==> config.mk <==
export PLATFORM = sky130hd
export DESIGN_NAME = serial_adder_flat
export DESIGN_NICKNAME = d
export VERILOG_FILES = /design/src/rtl/serial_adder_pkg.sv /design/src/rtl/serial_adder_if.sv /design/src/rtl/serial_adder_fa_digit.sv /design/src/rtl/serial_adder.sv /design/src/flat_wrapper.sv
export SDC_FILE = /design/constraint.sdc
export NUM_CORES = 1
export LEC_CHECK = 0
export CORE_UTILIZATION = 54
export DETAILED_ROUTE_END_ITERATION = 7
export PLACE_DENSITY_LB_ADDON = 0.2
export SYNTH_ARGS = -nofsm -noshare
export SYNTH_HDL_FRONTEND = slang
export SYNTH_SLANG_ARGS = --single-unit
==> constraint.sdc <==
create_clock -name clk_in -period 2.6 [get_ports clk_in]
set_input_delay 0.39 -clock clk_in [delete_from_list [all_inputs] [get_ports clk_in]]
set_output_delay 0.39 -clock clk_in [all_outputs]
set_load 0.03 [all_outputs]
==> src/rtl/serial_adder_pkg.sv <==
// Shared types and helpers for the serial_adder block.
package serial_adder_pkg;

  typedef enum logic [1:0] {
    IDLE = 2'd0,
    RUN  = 2'd1,
    DONE = 2'd2
  } state_t;

  function automatic int cnt_width(input int width, input int digit);
    return $clog2(width / digit + 1);
  endfunction

endpackage

==> src/rtl/serial_adder_if.sv <==
// Operand/result handshake bundle for serial_adder.
// The subtract controls exist only when SERIAL_ADDER_SUB_EN is defined.
interface serial_adder_if #(
  parameter int WIDTH = 8
);
  logic             start_in;
  logic             ready_out;
  logic [WIDTH-1:0] a_in;
  logic [WIDTH-1:0] b_in;
  logic             c_in;
  logic [WIDTH-1:0] sum_out;
  logic             carry_out;
  logic             out_valid_out;
  logic             out_ready_in;
`ifdef SERIAL_ADDER_SUB_EN
  logic             sub_in;
  logic             overflow_out;

  modport master (
    output start_in, a_in, b_in, c_in, out_ready_in, sub_in,
    input  ready_out, sum_out, carry_out, out_valid_out, overflow_out
  );
  modport slave (
    input  start_in, a_in, b_in, c_in, out_ready_in, sub_in,
    output ready_out, sum_out, carry_out, out_valid_out, overflow_out
  );
`else
  modport master (
    output start_in, a_in, b_in, c_in, out_ready_in,
    input  ready_out, sum_out, carry_out, out_valid_out
  );
  modport slave (
    input  start_in, a_in, b_in, c_in, out_ready_in,
    output ready_out, sum_out, carry_out, out_valid_out
  );
`endif
endinterface

==> src/rtl/serial_adder_fa_digit.sv <==
// fa_digit: combinational DIGIT-bit ripple of full-adder cells.
// c_msb_o taps the carry into the top cell, used for two's-complement overflow.
module fa_digit #(
  parameter int DIGIT = 1
) (
  input  logic [DIGIT-1:0] a_i,
  input  logic [DIGIT-1:0] b_i,
  input  logic             cin_i,
  output logic [DIGIT-1:0] s_o,
  output logic             cout_o,
  output logic             c_msb_o
);

  logic [DIGIT:0] c;

  assign c[0] = cin_i;

  for (genvar i = 0; i < DIGIT; i++) begin : g_fa
    assign s_o[i]   = a_i[i] ^ b_i[i] ^ c[i];
    assign c[i+1]   = (a_i[i] & b_i[i]) | (c[i] & (a_i[i] ^ b_i[i]));
  end

  assign cout_o  = c[DIGIT];
  assign c_msb_o = c[DIGIT-1];

endmodule

==> src/rtl/serial_adder.sv <==
// serial_adder: WIDTH-bit add (or subtract with SERIAL_ADDER_SUB_EN) processed DIGIT bits per clock.
// Result registers hold the last answer across retirement until the next DONE or reset.
//   state | meaning
//   IDLE  | ready for an operation, operands captured on start
//   RUN   | one DIGIT slice per edge, N = WIDTH/DIGIT edges
//   DONE  | result valid, held until out_ready_in
module serial_adder #(
  parameter int WIDTH = 8,
  parameter int DIGIT = 1
) (
  input logic          clk_in,
  input logic          rst_n_in,
  serial_adder_if.slave bus
);
  import serial_adder_pkg::*;

  localparam int N     = WIDTH / DIGIT;
  localparam int CNT_W = cnt_width(WIDTH, DIGIT);
  localparam logic [CNT_W-1:0] LAST = CNT_W'(N - 1);

  if (DIGIT < 1 || (WIDTH % DIGIT) != 0) begin : g_bad_digit
    $error("serial_adder: DIGIT must be positive and divide WIDTH");
  end

  state_t           state_q, state_d;
  logic [WIDTH-1:0] a_q, a_d;
  logic [WIDTH-1:0] b_q, b_d;
  logic [WIDTH-1:0] sum_q, sum_d;
  logic [WIDTH-1:0] res_q, res_d;
  logic             carry_q, carry_d;
  logic             cout_q, cout_d;
  logic [CNT_W-1:0] cnt_q, cnt_d;

  logic             sub_sel;
  logic [WIDTH-1:0] b_cap;
  logic             c_cap;
  logic [DIGIT-1:0] slice_s;
  logic             slice_cout;

`ifdef SERIAL_ADDER_SUB_EN
  logic slice_cmsb;
  logic ovf_q, ovf_d;

  assign sub_sel = bus.sub_in;
`else
  logic cmsb_unused;

  assign sub_sel = 1'b0;
`endif

  // Subtraction is A + ~B + 1, so only the capture path differs.
  assign b_cap = bus.b_in ^ {WIDTH{sub_sel}};
  assign c_cap = sub_sel | bus.c_in;

  fa_digit #(.DIGIT(DIGIT)) u_slice (
    .a_i     (a_q[DIGIT-1:0]),
    .b_i     (b_q[DIGIT-1:0]),
    .cin_i   (carry_q),
    .s_o     (slice_s),
    .cout_o  (slice_cout),
`ifdef SERIAL_ADDER_SUB_EN
    .c_msb_o (slice_cmsb)
`else
    .c_msb_o (cmsb_unused)
`endif
  );

  always_comb begin
    state_d = state_q;
    a_d     = a_q;
    b_d     = b_q;
    sum_d   = sum_q;
    res_d   = res_q;
    carry_d = carry_q;
    cout_d  = cout_q;
    cnt_d   = cnt_q;
`ifdef SERIAL_ADDER_SUB_EN
    ovf_d   = ovf_q;
`endif
    case (state_q)
      IDLE: begin
        if (bus.start_in) begin
          a_d     = bus.a_in;
          b_d     = b_cap;
          carry_d = c_cap;
          cnt_d   = '0;
          state_d = RUN;
        end
      end
      RUN: begin
        a_d     = a_q >> DIGIT;
        b_d     = b_q >> DIGIT;
        sum_d   = WIDTH'({slice_s, sum_q} >> DIGIT);
        carry_d = slice_cout;
        cnt_d   = cnt_q + CNT_W'(1);
        if (cnt_q == LAST) begin
          res_d   = sum_d;
          cout_d  = slice_cout;
`ifdef SERIAL_ADDER_SUB_EN
          ovf_d   = slice_cmsb ^ slice_cout;
`endif
          state_d = DONE;
        end
      end
      DONE: begin
        if (bus.out_ready_in) begin
          state_d = IDLE;
        end
      end
      default: state_d = IDLE;
    endcase
  end

  always_ff @(posedge clk_in or negedge rst_n_in) begin
    if (!rst_n_in) begin
      state_q <= IDLE;
      a_q     <= '0;
      b_q     <= '0;
      sum_q   <= '0;
      res_q   <= '0;
      carry_q <= 1'b0;
      cout_q  <= 1'b0;
      cnt_q   <= '0;
    end else begin
      state_q <= state_d;
      a_q     <= a_d;
      b_q     <= b_d;
      sum_q   <= sum_d;
      res_q   <= res_d;
      carry_q <= carry_d;
      cout_q  <= cout_d;
      cnt_q   <= cnt_d;
    end
  end

`ifdef SERIAL_ADDER_SUB_EN
  always_ff @(posedge clk_in or negedge rst_n_in) begin
    if (!rst_n_in) begin
      ovf_q <= 1'b0;
    end else begin
      ovf_q <= ovf_d;
    end
  end

  assign bus.overflow_out = ovf_q;
`endif

  assign bus.ready_out     = (state_q == IDLE);
  assign bus.out_valid_out = (state_q == DONE);
  assign bus.sum_out       = res_q;
  assign bus.carry_out     = cout_q;

endmodule

==> src/flat_wrapper.sv <==
// flat-port wrapper written by rule: the top's interface ports become plain ports
module serial_adder_flat import serial_adder_pkg::*;
#(
  parameter int WIDTH = 8,
  parameter int DIGIT = 1
)
  (clk_in, rst_n_in, bus_start_in, bus_a_in, bus_b_in, bus_c_in, bus_out_ready_in, bus_ready_out, bus_sum_out, bus_carry_out, bus_out_valid_out);
  serial_adder_if #(.WIDTH(WIDTH)) bus_i ();
  input logic clk_in;
  input logic rst_n_in;
  input wire logic [$bits(bus_i.start_in)-1:0] bus_start_in;
  input wire logic [$bits(bus_i.a_in)-1:0] bus_a_in;
  input wire logic [$bits(bus_i.b_in)-1:0] bus_b_in;
  input wire logic [$bits(bus_i.c_in)-1:0] bus_c_in;
  input wire logic [$bits(bus_i.out_ready_in)-1:0] bus_out_ready_in;
  output wire logic [$bits(bus_i.ready_out)-1:0] bus_ready_out;
  output wire logic [$bits(bus_i.sum_out)-1:0] bus_sum_out;
  output wire logic [$bits(bus_i.carry_out)-1:0] bus_carry_out;
  output wire logic [$bits(bus_i.out_valid_out)-1:0] bus_out_valid_out;
  assign bus_i.start_in = bus_start_in;
  assign bus_i.a_in = bus_a_in;
  assign bus_i.b_in = bus_b_in;
  assign bus_i.c_in = bus_c_in;
  assign bus_i.out_ready_in = bus_out_ready_in;
  assign bus_ready_out = bus_i.ready_out;
  assign bus_sum_out = bus_i.sum_out;
  assign bus_carry_out = bus_i.carry_out;
  assign bus_out_valid_out = bus_i.out_valid_out;
  serial_adder #(.WIDTH(WIDTH), .DIGIT(DIGIT)) u_core (.clk_in(clk_in), .rst_n_in(rst_n_in), .bus(bus_i));
endmodule
# [Yosys cells after proc, flatten, opt, wreduce, memory -nomap -nowiden]
# Cells that the tools add are included.
[classes] n_addsub=1 eq_ne=6 n_mux=12 bitwise=5 reduce_logical=5
[op_table] cell="8-bit one-hot mux with 2 select lines" n=2
[op_table] cell="8-bit 2-to-1 mux" n=2
[op_table] cell="4-bit one-hot mux with 2 select lines" n=1
[op_table] cell="2-bit 2-to-1 mux" n=3
[op_table] cell="2-bit one-hot mux with 3 select lines" n=1
[op_table] cell="4-bit by 1-bit adder with 4-bit output, second input constant" n=1
[op_table] cell="4-bit by 3-bit == test with 1-bit output, second input constant" n=1
[op_table] cell="4-bit 2-to-1 mux" n=1
[op_table] cell="2-bit inequality test, second input constant" n=2
[op_table] cell="2-bit AND reduction" n=2
[op_table] cell="3-bit AND reduction" n=1
[op_table] cell="1-bit AND" n=2
[op_table] cell="2-bit by 1-bit == test with 1-bit output, second input constant" n=1
[op_table] cell="2-bit == test, second input constant" n=1
[op_table] cell="2-bit zero test" n=1
[op_table] cell="2-bit by 1-bit inequality test with 1-bit output, second input constant" n=1
[op_table] cell="1-bit one-hot mux with 2 select lines" n=1
[op_table] cell="2-bit nonzero test" n=1
[op_table] cell="1-bit bitwise XOR" n=2
[op_table] cell="1-bit 2-to-1 mux" n=1
[op_table] cell="1-bit OR" n=1
[word_totals] regBits=40 in_bits=21 output_inout_bits=11 elab_cells=37

# [Depth between registers and ports, before layout]
# Gate-level depths: netlist of run 1.
[logic_depth] ltp_word=4 ltp_mapped=5 ltp_nobuf=4

# [Hierarchy]
# From an unflattened synthesis of run 1, not the netlist that was laid out.
[hier_totals] cells_unflattened=172 hier_area_um2=1783.0
[modules_own_cells] module="serial_adder" n_inst=1 cells_each=170 area_per_inst_um2=1755.4 seq_area_each_um2=975.9
[modules_own_cells] module="fa_digit" n_inst=1 cells_each=2 area_per_inst_um2=27.5 seq_area_each_um2=0.0

# [Worst setup path before layout of run 1]
# OpenSTA, ideal clock, no wires.
[synth_timing] path_kind="reg-to-output" startpoint="register u_core.state_q[0]" endpoint="output bus_ready_out" arrival_time_ns=1.130 t_required_ns=2.210 slack_ns=1.080 stages_incl_launch_ff=4 path_buffers=2 path_cell_list="dfrtp_1 > buf_4 > clkbuf_1 > nor2_1"
[synth_via] elab_chain_len=1
[synth_rtl] item="start, declared" line="serial_adder.sv:25" source="state_t state_q, state_d;"
[synth_rtl] item="start signal, assigned" line="serial_adder.sv:125" source="state_q <= state_d;"
[synth_rtl] item="2-bit zero test" line="serial_adder.sv:148" source="assign bus.ready_out = (state_q == IDLE);"
[synth_rtl] item="end, declared" line="flat_wrapper.sv:16" source="output wire logic [$bits(bus_i.ready_out)-1:0] bus_ready_out;"
# No other way between the ends.

# [Worst setup path in the final report of run 1]
[layout_timing] startpoint="register u_core.state_q[1]" endpoint="output bus_ready_out"
# The elaborated chain is that of the path after synthesis.

==> results of run 1 <==
==> report_power, final <==
part           switching (W)  internal, W
logic               0.000459     0.000451
clock network       0.000203     0.000202
registers           0.000178     0.000859
total               0.000840      0.00151
==> flip-flops by register name, summed over array words and instances (netlist names) <==
name	count
u_core.a_q	8
u_core.b_q	8
u_core.bus.sum_out	8
u_core.sum_q	7
u_core.cnt_q	4
u_core.state_q	2
u_core.bus.carry_out	1
u_core.carry_q	1
==> worst max path at each step <==
stage	endpoint	slack (ns)	cells past startpoint
finish	bus_ready_out	0.41	2
floorplan	bus_ready_out	1.08	3
global route	bus_ready_out	0.34	2
global placement	u_core.bus.sum_out[5]	0.77	3
CTS	bus_ready_out	0.42	2
detailed placement	u_core.a_q[4]	0.68	5
==> layout by cell type (no fill, tap or decap), types with 2 or more instances in the layout <==
cell type        instances
a21oi_1                  3
a22oi_1                 13
and3b_1                  2
buf_4                    5
clkbuf_4                 5
clkdlybuf4s50_1         30
dfrtp_1                 39
inv_1                    3
mux2_1                   2
mux2_2                  15
nand2_1                 21
nand3_1                  2
nor2_1                   3
nor2b_1                  2
o21ai_0                 18
==> routing by layer <==
layer / track usage (%) / vias to the layer above / wire [um] / part of all wire [%]
li1: - / 571 / - / -
met1: 31.33 / 582 / 1520 / 47
met2: 34.39 / 26 / 1547 / 47
met3: 6.803 / 7 / 138 / 4.2
met4: 10.10 / 0 / 53 / 1.6
met5: 0 / - / 0 / 0
==> cell families (layout without fill, tap and decap cells) <==
logic type               count (synthesis)  count (layout)  synth area share, %
AO/OA/AOI/OAI                           40              40                15.30
adder cells (fa/ha/maj)                  2               2                1.959
buffers and inverters                   12              47                3.090
flip-flops                              39              39                58.78
multiplexers                            17              17                11.53
AND/OR/NAND/NOR                         32              32                9.345
==> stage by stage <==
step	power, W	setup WS [ns]	area (um2)
after CTS	0.002373	0.4221	2083
after global placement	0.001908	0.7688	2002
after floorplan	0.001628	1.080	1660
after detailed placement	0.001967	0.6772	2002
after global routing	0.002508	0.3430	2083
final	0.002352	0.4107	2083
==> final cells by class <==
type / instances / area [um2] / area share [%]
clock buffer: 5 / 37.54 / 1.802
clock inverter: 3 / 43.79 / 2.102
inverter: 3 / 11.26 / 0.5405
multi-input combinational: 91 / 633.1 / 30.39
sequential: 39 / 975.9 / 46.85
tap: 31 / 38.79 / 1.862
timing repair buffer: 36 / 342.8 / 16.46
==> results.md, run 1 <==
- Summed over all layers, the global routing overflow is 0.
- The TritonCTS clock tree is done.
- The power density relative to cell area is 1129 mW/mm2.
- The floorplan die area is 0.003301 mm2.
- The critical path in this run is classified as register to output pin.
- The first TritonRoute pass finished after 4 iterations.
- The number of endpoints with negative hold slack in the final report is 0.
- The launching instance or port of the critical path is u_core.state_q[1].
- The run finished with clean final reports.
- From synthesis to final layout, the design area changed by 25.47%.
- The total wire length is 3.260 mm.
- The register-to-register setup slack is 0.74 ns.
- The number of input and output port buffers inserted is 31.
- The worst-case vdd ir drop is 726.3 uV.
- STA puts the critical path data required time at 2.21 ns.
- The share of the core filled with cells is 73.64%.
- Hold timing on the final database bottoms out at a slack of 0.1213 ns.
- Counting every sink on the clock net gives 39.
- The final net count is 199.
- Of the available clock period, the critical path in the final layout requires 84.21%.
- From bottom edge to top edge, the die measures 57.45 um.
- After legalization and detailed placement, the total HPWL measured 2.310 mm.
- The chip width is 57.45 um.
- The library cell with the highest instance count after synthesis is dfrtp_1.
- On the critical path, the stage with the largest delay is an instance of clkdlybuf4s50_1.
- The average wire per cell in the routed design is 15.67 um.
- For the worst setup path, the data arrival time is 1.80 ns.
- The number of placed instances, taps included, is 200.
- The count of mapped cells out of synthesis is 142.
- The register clock-pin slew on the reported worst setup and hold paths is 0.12 ns.
- The clock tree root buffer cell is clkbuf_4.
- After synthesis, the mean cell area works out to 11.69 um2.
- After clock tree synthesis, the repair step resized 0 gates.
- In the final layout, the share of cells above drive strength 1 is 17.51%.
- Entering global routing, the biggest net connects 40 pins.
- Headroom to the max-slew limit came out at 43.61%.
- In this run the cell area of the synthesized design comes to 0.001660 mm2.
- For the pin with the worst max-slew slack, the measured transition is 0.8459 ns.
- During synthesis, Yosys emitted a total of 0 warnings.
- The final setup skew is 0.01111 ns.
- The core region is 0.002829 mm2.
- By area the synthesized netlist is led by dfrtp_1 59%, mux2_2 10%, a22oi_1 5.9%.
- Summed over all failing endpoints, the final setup total negative slack is 0 ns.
- The critical path goes through nor2_1 > clkdlybuf4s50_1.
- The critical path startpoint category is a register.
- The leakage power summed over all cells is 0.9205 nW.
- The number of antenna violations at the first check in global routing is 0.
- The total routing usage reported by global routing is 22.98%.
- The final setup violation count is 0.
- Hold repair after CTS inserted 0 buffers.
- The number of fill cells in the layout is 211.
- The count of nets left with antenna violations once routing finished came out at 0.
- The number of cell rows is 19.
- The depth of the CTS H-tree is 2.
- The number of buffers inserted during clock tree synthesis is 5.
- The via count of the first global-routing pass is 1206.
- Max-cap violations in this run came to 0.
- After detailed routing, the number of vias per cell comes to 5.702.
- The number of enable flip-flop cells after synthesis is 0.
- The final-report max-slew violation count is 0.
- The worst flop-to-flop path endpoint is u_core.bus.sum_out[6].
- The critical path capture point type is an output pin.
- The post-route non-filler standard cell count is 208.
- The launching point of the worst reg2reg path is u_core.state_q[1].
- The maximum count of clock buffers along a single path is 2.
- Once the floorplan was initialized, standard cells occupied 58.69% of the core.
- The time the worst path needs with I/O delays and setup is 2.189 ns.
- Setup repair after global routing left no endpoint under its margin.
- In this run the worst hold path is classified as input pin to async pin.
- In the routed design, unresolved DRC markers number 0.
- The sum of buffers and inverters on the critical path is 1.
- The first global-routing pass estimated 5.492 mm of wire.
- The placer congestion estimate is 0.7909.
- Sequential cells were found to cover 58.78% of the synthesized design area.
- In this run the biggest area consumer among cell types represents 58.78% of the synthesized area.
- The fraction of registers with async set or reset after synthesis is 100.0%.
- The highest attainable clock frequency is 456.8 MHz.
- Along the worst path, the maximum fanout reaches 9.
- For this run, the leading register cell type out of synthesis is dfrtp_1.
- The insertion delay of the later-clocked pin in the worst-skew pair is 0.36 ns.
- Counting flops and latches in the post-synthesis netlist gives 39.
- The number of violations reported at the end of detailed-routing iteration 0 is 49.
- The critical path's largest stage delay is 0.71 ns.
- After synthesis, the netlist uses 25 different library cells.
- Ranked by instance count, the synthesized netlist is headed by 39 x dfrtp_1, 21 x nand2_1, 18 x o21ai_0.
- The number of setup buffers added after CTS is 0.
- The largest delay contributor family on the critical path is buffers and inverters.
- The biggest area contributor in the post-synthesis netlist is dfrtp_1.
- The cell depth of the worst flop-to-flop path is 3.
- The post-synth net total is 165.
- Across all layers, the routed design uses 1186 vias.
- The repair_antennas step left the layout with diodes totalling 0.
- The number of top-level pins is 32.
Note: power is estimated with default switching activity, not from simulation.
==> inputs of run 2 (changes only) <==
CORE_UTILIZATION = 50   (was 54)
clock period = 2.05 ns   (was 2.6 ns; I/O delays follow)
==> run 2 against run 1 <==
Combinational power increased by 26%. Via count is 0.67% higher. Largest cell class unchanged. Critical path type unchanged. Sequential share of layout area decreased by 0.72 points. Largest power group unchanged. Design area grew 1.7%. Register-to-register slack got worse by 0.40 ns.
==> results.md, run 2 (synthesis gave the netlist of run 1 again) <==
- Status: complete, no violations (unchanged).
- Crit-path cells: nor2b_1 > dlygate4sd2_1 (was nor2_1 > clkdlybuf4s50_1).
- The relative area change from synthesis to final layout is 27.58% (was 25.47%).
- The data arrival time at the worst-slack endpoint came to 1.47 ns (was 1.80 ns).
- The placed wire-length estimate after detailed placement was 2.189 mm (was 2.310 mm).
- The total iterations of the first detailed-routing run is 4 (unchanged).
- The critical path startpoint category is a register (unchanged).
- The time the worst path needs with I/O delays and setup is 1.778 ns.
- The initial standard-cell utilization of the core is 53.51% (was 58.69%).
- The share of the core filled with cells is 68.27% (was 73.64%).
- The max-slew headroom at the worst pin was 43.02% (was 43.61%).
- The total routing usage reported by global routing is 21.26% (was 22.98%).
- The power density relative to cell area is 1420 mW/mm2 (was 1129 mW/mm2).
- The area of the placeable core is 0.003103 mm2 (was 0.002829 mm2).
- The placer congestion estimate is 0.7365 (was 0.7909).
- The sum of buffers and inverters on the critical path is 1 (unchanged).
- The clock tree root buffer cell was clkbuf_4 (unchanged).
- The count of hold-fix buffers inserted at cts is 0 (unchanged).
- The number of top-level pins is 32 (unchanged).
- The post-route non-filler standard cell count is 223 (was 208).
- The critical path capture point type is an output pin (unchanged).
- The number of antenna violations at the first check in global routing is 0 (unchanged).
- The total negative slack is 0 ns (unchanged).
- The number of input and output port buffers inserted is 31 (unchanged).
- The leakage power summed over all cells is 0.9411 nW (was 0.9205 nW).
- The instance area at placement is 0.002033 mm2 (was 0.002002 mm2).
- The worst-case vdd ir drop was 720.5 uV (was 726.3 uV).
- The average wire per cell in the routed design is 14.29 um (was 15.67 um).
- The worst hold margin came to 0.05598 ns (was 0.1213 ns).
- The final net count is 201 (was 199).
- The largest delay contributor family on the critical path is flip-flops (was buffers and inverters).
- The classification of the worst-slack hold path is input pin to async pin (unchanged).
- The via count of the first global-routing pass came to 1212 (was 1206).
- The number of antenna diodes is 0 (unchanged).
- The final setup violation count was 0 (unchanged).
- The number of violations reported at the end of detailed-routing iteration 0 is 70 (was 49).
- The vertical die dimension is 59.63 um (was 57.45 um).
- The top fanout value on the critical path is 10 (was 9).
- The proportion of layout cells with a drive suffix above 1 came to 18.99% (was 17.51%).
- The total via count in the routed design came to 1194 (was 1186).
- The register clock-pin slew on the reported worst setup and hold paths is 0.12 ns (about the same).
- The area used by sequential logic in the layout is 977.2 um2 (was 975.9 um2).
- The slowest stage cell on the critical path is dfrtp_1 (was clkdlybuf4s50_1).
- The most common cell after layout, fill and taps aside is dfrtp_1 (unchanged).
- The cell total after placement was 215 (was 200).
- The total congestion overflow is 0 (unchanged).
- The insertion delay of the later-clocked pin in the worst-skew pair is 0.34 ns (was 0.36 ns).
- The routed via count divided by cell count is 5.354 (was 5.702).
- The final-report max-slew violation count is 0 (unchanged).
- The data required time of the worst path is 1.74 ns (was 2.21 ns).
- The total of max-cap violations is 0 (unchanged).
- Top library cells by usage in the layout, fill and taps aside: 38 x dfrtp_1, 28 x clkdlybuf4s50_1, 21 x nand2_1 (was 39 x dfrtp_1, 30 x clkdlybuf4s50_1, 21 x nand2_1).
- The wire length of the first global-routing pass came to 5.388 mm (was 5.492 mm).
- The floorplan die area is 0.003555 mm2 (was 0.003301 mm2).
- The kind of critical path is register to output pin (unchanged).
- Setup repair after global routing missed its margin: false (unchanged).
- The remaining routing DRC violations came to 0 (unchanged).
- The fraction of the cycle the final worst path needs is 86.74%.
- The depth of the CTS H-tree came to 2 (unchanged).
- The number of fill cells in the layout is 258 (was 211).
- The total wire length is 3.187 mm (was 3.260 mm).
- The number of routed nets with antenna violations came to 0 (unchanged).
- The number of endpoints with negative hold slack in the final report is 0 (unchanged).
- The TritonCTS clock tree is done (unchanged).
- The final setup skew came to 0.01024 ns (was 0.01111 ns).
- Timing would allow up to 562.4 MHz.
- The critical path's largest stage delay is 0.51 ns (was 0.71 ns).
- The worst-margin pin slew is 0.8547 ns (was 0.8459 ns).
- The number of cell rows was 20 (was 19).
- The design area was 0.002118 mm2 (was 0.002083 mm2).
- The clock sink total is 39 (unchanged).
- The chip width is 59.63 um (was 57.45 um).
- The maximum count of clock buffers along a single path is 2 (unchanged).
- The number of buffers inserted during clock tree synthesis was 5 (unchanged).
- The area of combinational cells with multiple inputs is 633.1 um2 (unchanged).
- The pin count of the biggest net entering global routing came to 40 (unchanged).
run 2: metal layers:
layer / wire [um] / up-vias / share of wire (%) / track usage, %
li1: - / 573 / - / -
met1: 1482 / 593 / 47 / 27.19
met2: 1530 / 23 / 48 / 34.03
met3: 124 / 5 / 3.9 / 6.550
met4: 48 / 0 / 1.5 / 7.973
met5: 0 / - / 0 / 0
run 2: final timing paths:
check                           slack (ns)             startpoint               endpoint  cells after the start
worst max register to register        0.34      u_core.state_q[1]   u_core.bus.carry_out                      3
min in group clk_in                   0.50  u_core.bus.sum_out[4]  u_core.bus.sum_out[4]                      1
worst min-delay path                  0.06               rst_n_in          u_core.b_q[2]                      1
max in group asynchronous             1.41               rst_n_in      u_core.state_q[1]                      1
worst min register to register        0.50  u_core.bus.sum_out[4]  u_core.bus.sum_out[4]                      1
worst max-delay path                  0.27      u_core.state_q[0]      bus_out_valid_out                      2
run 2: through the flow:
| step | power (W) | setup slack [ns] |
|---|---|---|
| finish | 0.003008 | 0.2719 |
| global route | 0.003213 | 0.1770 |
| CTS | 0.003037 | 0.2649 |
| detailed placement | 0.002501 | 0.2847 |
| global placement | 0.002448 | 0.3267 |
| floorplan | 0.002065 | 0.6122 |
run 2: where the power goes:
| part | internal [W] | switching, W |
|---|---|---|
| Sequential | 0.00109 | 0.000232 |
| Clock | 0.000288 | 0.000245 |
| Combinational | 0.000582 | 0.000570 |
| Total | 0.00196 | 0.00105 |
run 2: layout make-up:
type	count	share of cell area (%)
clock buffer	6	2.422
clock inverter	2	1.654
inverter	3	0.5316
multi-input combinational	91	29.89
sequential	39	46.13
tap	44	2.599
timing repair buffer	38	16.77
run 2: repair_timing:
action	4_1_cts	5_1_grt
setup buffers	0	0
gates resized for setup	3	0
setup endpoints to repair	2	0
